$ cat src/rtl/mult_sequencer_if.sv
// Control/status bundle between the multiply sequencer, the
// shift-add datapath and the button/display logic.
interface mult_sequencer_if #(
  parameter int WIDTH = 8
);
  localparam int CW = $clog2(WIDTH) + 1;

  logic          start;
  logic          abort;
  logic          sign_a;
  logic          sign_b;
  logic          mplier_lsb;
  logic          mplier_zero;
  logic          load;
  logic          add_en;
  logic          shift_en;
  logic          negate;
  logic          busy;
  logic          done;
  logic          result_valid;
  logic [CW-1:0] iter_count;

  modport master (
    output start,
    output abort,
    output sign_a,
    output sign_b,
    output mplier_lsb,
    output mplier_zero,
    input  load,
    input  add_en,
    input  shift_en,
    input  negate,
    input  busy,
    input  done,
    input  result_valid,
    input  iter_count
  );

  modport slave (
    input  start,
    input  abort,
    input  sign_a,
    input  sign_b,
    input  mplier_lsb,
    input  mplier_zero,
    output load,
    output add_en,
    output shift_en,
    output negate,
    output busy,
    output done,
    output result_valid,
    output iter_count
  );
endinterface

$ cat src/rtl/mult_sequencer.sv
// Cycle sequencer for the shift-add signed multiplier: issues
// load/add/shift/negate strobes, with optional early termination.
module mult_sequencer #(
  parameter int WIDTH      = 8,
  parameter bit EARLY_TERM = 1'b1
) (
  input logic             clk,
  input logic             rst,
  mult_sequencer_if.slave bus
);
  localparam int CW = $clog2(WIDTH) + 1;
  localparam logic [CW-1:0] LAST = CW'(WIDTH - 1);
  localparam logic [CW-1:0] MAXC = CW'(WIDTH);

  typedef enum logic [2:0] {
    IDLE,
    LOAD,
    TEST,
    SHIFT,
    NEG,
    DONE
  } state_t;

  state_t        state;
  state_t        state_n;
  logic          neg_r;
  logic          rv_r;
  logic [CW-1:0] cnt_r;
  logic          busy_s;
  logic          accept;
  logic          early;
  state_t        fin_st;

  assign busy_s = (state == LOAD) || (state == TEST) ||
                  (state == SHIFT) || (state == NEG);
  assign accept = bus.start &&
                  ((state == IDLE) || (state == DONE));
  assign early  = EARLY_TERM && bus.mplier_zero;
  assign fin_st = neg_r ? NEG : DONE;

  always_comb begin
    state_n = state;
    unique case (state)
      IDLE:    state_n = bus.start ? LOAD : IDLE;
      DONE:    state_n = bus.start ? LOAD : IDLE;
      LOAD:    state_n = TEST;
      TEST:    state_n = early ? fin_st : SHIFT;
      SHIFT:   state_n = (cnt_r == LAST) ? fin_st : TEST;
      NEG:     state_n = DONE;
      default: state_n = IDLE;
    endcase
    // cancel beats every other transition, even the final one
    if (busy_s && bus.abort) begin
      state_n = IDLE;
    end
  end

  always_ff @(posedge clk) begin
    if (rst) begin
      state <= IDLE;
    end else begin
      state <= state_n;
    end
  end

  always_ff @(posedge clk) begin
    if (rst) begin
      neg_r <= 1'b0;
    end else if (accept) begin
      neg_r <= bus.sign_a ^ bus.sign_b;
    end
  end

  always_ff @(posedge clk) begin
    if (rst) begin
      rv_r <= 1'b0;
    end else if (accept) begin
      rv_r <= 1'b0;
    end else if (state_n == DONE) begin
      rv_r <= 1'b1;
    end
  end

  always_ff @(posedge clk) begin
    if (rst) begin
      cnt_r <= '0;
    end else if (state == LOAD) begin
      cnt_r <= '0;
    end else if (state == SHIFT) begin
      cnt_r <= cnt_r + CW'(1);
    end
  end

  assign bus.load         = (state == LOAD);
  assign bus.shift_en     = (state == SHIFT);
  assign bus.negate       = (state == NEG);
  assign bus.done         = (state == DONE);
  assign bus.busy         = busy_s;
  assign bus.result_valid = rv_r;
  assign bus.iter_count   = cnt_r;
  // only strobe that follows the datapath within the cycle
  assign bus.add_en = (state == TEST) && !early &&
                      bus.mplier_lsb;

  a_strobe_onehot: assert property (
    @(posedge clk) disable iff (rst)
    $onehot0({bus.load, bus.add_en,
              bus.shift_en, bus.negate})
  );

  a_cnt_bound: assert property (
    @(posedge clk) cnt_r <= MAXC
  );
endmodule

$ cat src/flat_wrapper.sv
// flat-port wrapper written by rule: the top's interface ports become plain ports
module mult_sequencer_flat 
#(
  parameter int WIDTH      = 8,
  parameter bit EARLY_TERM = 1'b1
)
  (clk, rst, bus_start, bus_abort, bus_sign_a, bus_sign_b, bus_mplier_lsb, bus_mplier_zero, bus_load, bus_add_en, bus_shift_en, bus_negate, bus_busy, bus_done, bus_result_valid, bus_iter_count);
  mult_sequencer_if #(.WIDTH(WIDTH)) bus_i ();
  input logic clk;
  input logic rst;
  input wire logic [$bits(bus_i.start)-1:0] bus_start;
  input wire logic [$bits(bus_i.abort)-1:0] bus_abort;
  input wire logic [$bits(bus_i.sign_a)-1:0] bus_sign_a;
  input wire logic [$bits(bus_i.sign_b)-1:0] bus_sign_b;
  input wire logic [$bits(bus_i.mplier_lsb)-1:0] bus_mplier_lsb;
  input wire logic [$bits(bus_i.mplier_zero)-1:0] bus_mplier_zero;
  output wire logic [$bits(bus_i.load)-1:0] bus_load;
  output wire logic [$bits(bus_i.add_en)-1:0] bus_add_en;
  output wire logic [$bits(bus_i.shift_en)-1:0] bus_shift_en;
  output wire logic [$bits(bus_i.negate)-1:0] bus_negate;
  output wire logic [$bits(bus_i.busy)-1:0] bus_busy;
  output wire logic [$bits(bus_i.done)-1:0] bus_done;
  output wire logic [$bits(bus_i.result_valid)-1:0] bus_result_valid;
  output wire logic [$bits(bus_i.iter_count)-1:0] bus_iter_count;
  assign bus_i.start = bus_start;
  assign bus_i.abort = bus_abort;
  assign bus_i.sign_a = bus_sign_a;
  assign bus_i.sign_b = bus_sign_b;
  assign bus_i.mplier_lsb = bus_mplier_lsb;
  assign bus_i.mplier_zero = bus_mplier_zero;
  assign bus_load = bus_i.load;
  assign bus_add_en = bus_i.add_en;
  assign bus_shift_en = bus_i.shift_en;
  assign bus_negate = bus_i.negate;
  assign bus_busy = bus_i.busy;
  assign bus_done = bus_i.done;
  assign bus_result_valid = bus_i.result_valid;
  assign bus_iter_count = bus_i.iter_count;
  mult_sequencer #(.WIDTH(WIDTH), .EARLY_TERM(EARLY_TERM)) u_core (.clk(clk), .rst(rst), .bus(bus_i));
endmodule
$ cat config.mk
export PLATFORM = sky130hd
export DESIGN_NAME = mult_sequencer_flat
export DESIGN_NICKNAME = d
export VERILOG_FILES = /design/src/rtl/mult_sequencer_if.sv /design/src/rtl/mult_sequencer.sv /design/src/flat_wrapper.sv
export SDC_FILE = /design/constraint.sdc
export NUM_CORES = 1
export LEC_CHECK = 0
export CAP_MARGIN = 20
export CORE_AREA = 2 2 39 41
export CTS_CLUSTER_SIZE = 12
export DETAILED_ROUTE_END_ITERATION = 6
export DIE_AREA = 0 0 41 43
export PLACE_DENSITY = 0.72
export SLEW_MARGIN = 10
export SYNTH_ARGS = -nofsm -noshare
export SYNTH_HDL_FRONTEND = slang
export SYNTH_SLANG_ARGS = --single-unit
$ cat constraint.sdc
create_clock -name clk -period 1.6 [get_ports clk]
set_input_delay 0.16 -clock clk [delete_from_list [all_inputs] [get_ports clk]]
set_output_delay 0.16 -clock clk [all_outputs]
set_load 0.01 [all_outputs]
-- Word level (Yosys, flattened, before mapping)
Cells that the tools add are included.
- register bits: 9
- input port bits: 8
- output and inout port bits: 11
- logic and storage cells: 32
- add/subtract/negate cells: 1
- equal/unequal tests: 7
- multiplexer cells: 6
- bitwise gates (word level): 1
- reductions and logical operators: 13
- operators by type and width (kind ; number):
    3-bit one-hot mux with 5 select lines ; 1
    3-bit equality test, second input constant ; 3
    3-bit 2-to-1 mux ; 3
    3-bit by 2-bit equality test with 1-bit output, second input constant ; 2
    2-bit OR reduction ; 3
    4-bit by 1-bit adder with 4-bit output, second input constant ; 1
    4-bit by 3-bit equality test with 1-bit output, second input constant ; 1
    1-bit logical AND ; 4
    1-bit logical OR ; 4
    3-bit by 1-bit equality test with 1-bit output, second input constant ; 1
    3-bit zero test ; 1
    1-bit 2-to-1 mux ; 2
    1-bit zero test ; 1
    1-bit bitwise XOR ; 1

-- Longest topological paths before layout
- word-level depth: 7
- mapped depth: 6
- mapped depth without buffers: 5

-- Worst setup path before layout
No wires, ideal clock.
- path kind: register to register
- start: register u_core.cnt_r[0], in the netlist u_core.bus.iter_count[0]
- end: register u_core.rv_r, in the netlist u_core.bus.result_valid
- setup time: 101 ps
- data arrival time: 1253 ps
- required time: 1499 ps
- slack: 246 ps
- cell stages (with the launch flop): 6
- path buffers: 0
- clock period less this slack: 1354 ps
- cell sequence: dfxtp_1 > ha_1 > and3b_1 > o211ai_1 > a21boi_0 > o41ai_1
- longest elaborated chain between the ends: 5
- ends and longest elaborated chain (what ; RTL line ; source):
    start: declaration ; mult_sequencer.sv:28 ; logic [CW-1:0] cnt_r;
    start signal: assignment ; mult_sequencer.sv:90 ; cnt_r <= cnt_r + CW'(1);
    4-bit by 3-bit equality test with 1-bit output ; mult_sequencer.sv:48 ; SHIFT: state_n = (cnt_r == LAST) ? fin_st : TEST;
    3-bit 2-to-1 mux ; mult_sequencer.sv:48 ;
    3-bit one-hot mux with 5 select lines ; mult_sequencer.sv:43 ; unique case (state)
    3-bit 2-to-1 mux ; mult_sequencer.sv:53 ; if (busy_s && bus.abort) begin
    3-bit equality test ; mult_sequencer.sv:79 ; end else if (state_n == DONE) begin
    end signal: assignment ; mult_sequencer.sv:76 ; rv_r <= 1'b0;
    end signal: assignment ; mult_sequencer.sv:78 ; rv_r <= 1'b0;
    end signal: assignment ; mult_sequencer.sv:80 ; rv_r <= 1'b1;
    end: declaration ; mult_sequencer.sv:27 ; logic rv_r;
No other way between the ends.
A chain may end at the register's enable or synchronous reset.

-- Worst setup path in the final report
- start: register u_core.state[2]
- end: output port bus_add_en
- longest elaborated chain between the ends: 3
- ends and longest elaborated chain (what ; RTL line ; source):
    start: declaration ; mult_sequencer.sv:24 ; state_t state;
    start signal: assignment ; mult_sequencer.sv:62 ; state <= state_n;
    3-bit by 2-bit equality test with 1-bit output ; mult_sequencer.sv:102 ; assign bus.add_en = (state == TEST) && !early &&
    1-bit logical AND (2 in a row) ; mult_sequencer.sv:102 ;
    end: declaration ; flat_wrapper.sv:18 ; output wire logic [$bits(bus_i.add_en)-1:0] bus_add_en;
No other way between the ends.

==> summary.md <==
| Metric | Value |
|---|---|
| Ys flop type | dfxtp_1 |
| Synth Register Bits | 9 |
| H-tree levels | 1 |
| WL final | 1060 um |
| Nets@finish | 93 |
| Max frequency | 679 MHz |
| Most frequent cells in the layout | clkdlybuf4s50_1 (12), nor2_1 (7), dfxtp_1 (7) |
| Layout cells sized above 1 | 18.1% |
| Largest net degree at the start of global routing | 12 |
| Critical path cell sequence | buf_4 -> nor2b_4 -> and3_1 -> dlygate4sd2_1 |
| R2R depth | 5 |
| Final Max Tran Viols | 0 |
| Cell area power density | 660 nW/um2 |
| I/O pin total | 19 |
| Via-to-Cell Ratio | 4.80 |
| Setup Skew | 0.00969 ns |
| Setup crit end kind | output port |
| Hold path depth | 2 |
| DR iter-0 viols | 10 |
| WL/cell | 10.7 um |
| Clock Pin Slew Worst Setup and Hold Paths | 0.07 ns |
| DRC viols | 0 |
| Crit path DAT | 1.31 ns |
| Max VDD drop | 0.354 mV |
| Routed Antenna Nets | 0 |
| Mapped Cells | 60 |
| Initial antenna violation count | 0 |
| Syn nets | 69 |
| Initial Util | 38.2% |
| Die Width | 41 um |
| # clock sinks | 9 |
| CTS max path bufs | 2 |
| PortBufs | 18 |
| Worst-skew pair later-pin latency | 0.26 ns |
| # rows | 14 |
| Global route overflow | 0 |
| Sequential-to-total area share from yosys stat | 34.0% |
| Postcts setup bufs | 0 |
| Fin crit period | 1.47 ns |
| GPL Wtd Cong | 0.801 |
| Outcome | complete, no violations |
| Pleak | 0.309 nW |
| Unique masters post-synth | 29 |
| Vias | 475 |
| Ant diodes | 0 |
| Placed insts | 95 |
| Synth Cell Area | 529 um2 |
| Setup TNS | 0 ns |
| Worst-margin pin slew | 0.333 ns |
| TritonRoute pass-1 iters | 4 |
| Type of the tightest min-delay check | flop to flop |
| # setup viols final | 0 |
| Final hold slack | 0.511 ns |
| Avg Inst Size Synth | 8.82 um2 |
| CTS Buf Count | 3 |
| Slowest-stage cell, CP | dfxtp_2 |
| Core ar. | 1380 um2 |
| Max incr delay on CP | 0.36 ns |
| Dpl hpwl | 793 um |
| Fraction of registers with async set/reset | 0% |
| Non-Filler Instances | 99 |
| Rel. slew slack | 77.8% |
| Final Hold Vio Count | 0 |
| Root buffer cell | clkbuf_4 |
| Synth warn | 0 |
| Number of synthesized flops with an enable pin | 0 |
| Number of global-route vias before repair | 427 |
| First-pass GRT wire length | 1710 um |
| Crit path launch type | flop |
| Tcrit/Tclk final | 92.1% |
| Worst EP required | 1.44 ns |
| Area added between synthesis and finish | 41.6% |
| Die extent in y | 43 um |
| CTS tree | done |
| Max Cap Viol | 0 |
| RSZ-0062 raised after global routing | no |
| CP Max Fanout | 7 |
| Critical path class | flop to output port |
| Gr usage total | 14.2% |
| Most common cell after layout, fill and taps aside | clkdlybuf4s50_1 |
| Die area | 1760 um2 |
## through the flow
step / util (%) / power, W / setup slack [ns] / cell area, um2
2_1_floorplan: - / 0.000289 / 0.246 / 529
3_3_place_gp: 52.2 / 0.000328 / 0.0398 / 722
3_5_place_dp: 52.2 / 0.000328 / 0.0333 / 722
4_1_cts: 54.2 / 0.000502 / 0.115 / 749
5_1_grt: 54.2 / 0.000519 / 0.0108 / 749
6_report: 54.2 / 0.000495 / 0.126 / 749
## final cells by class
class | count | area (um2)
clock buffers | 3 | 22.5
clock inverters | 1 | 5.00
fillers | 133 | 634
inverters | 3 | 11.3
multi-input cells | 44 | 298
flip-flops and latches | 9 | 183
well taps | 16 | 20.0
repair buffers | 23 | 210
## sequential cells by signal, summed over array words and instances (netlist names)
name,cells
u_core.state,3
u_core.bus.iter_count,4
u_core.bus.result_valid,1
u_core.neg_r,1
## power breakdown
part,internal (W),switching (W)
Combinational,0.0000462,0.0000384
Sequential,0.000230,0.00000525
Clock,0.0000920,0.0000826
Total,0.000368,0.000126
## cell families (layout without fill, tap and decap cells)
group	count (synthesis)	count (layout)	share of synthesized area (%)
mux	1	1	1.89
compound gates	10	10	12.8
simple gates	25	25	26.5
fa+ha+maj	2	2	4.26
xor+xnor	6	6	9.93
flops	9	9	34.0
buf+inv	7	30	10.6
## timing repair
item	in CTS	in global routing
setup endpoints to repair	6	0
hold buffers	0	0
hold endpoints to repair	0	0
resized for setup	9	0
## layer usage
| layer | GRT usage (%) | share of wire (%) | up-vias | wire length (um) |
|---|---|---|---|---|
| met5 | 0 | 0 | - | 0 |
| met4 | 8.00 | 1.3 | 0 | 14 |
| met3 | 3.14 | 4.5 | 2 | 47 |
| met2 | 18.1 | 43 | 12 | 457 |
| met1 | 21.3 | 51 | 205 | 535 |
| li1 | - | - | 256 | - |
## worst paths after layout
path | startpoint | end | slack [ns]
setup / recovery | u_core.state[2] | bus_add_en | 0.13
hold / removal | u_core.neg_r | u_core.neg_r | 0.51
setup reg to reg | u_core.bus.iter_count[1] | u_core.bus.result_valid | 0.15
hold reg to reg | u_core.neg_r | u_core.neg_r | 0.51
## synth_stat cells, types with 2 or more instances
master / instances / area, um2
nor2_1: 7 / 26.3
and3_1: 2 / 12.5
inv_1: 2 / 7.51
xnor2_1: 4 / 35.0
dfxtp_1: 9 / 180
xor2_1: 2 / 17.5
and3b_1: 2 / 17.5
buf_6: 4 / 45.0
nand2_1: 3 / 11.3
a21oi_1: 2 / 10.0
nor3_1: 5 / 25.0
## critical path, delay by kind of cell, from the launching register on
kind / cells / cell delay (ns)
buffers and inverters: 2 / 0.43
DFF: 1 / 0.36
and+or+nand+nor: 2 / 0.27
Power figures use the tool's default switching activity.
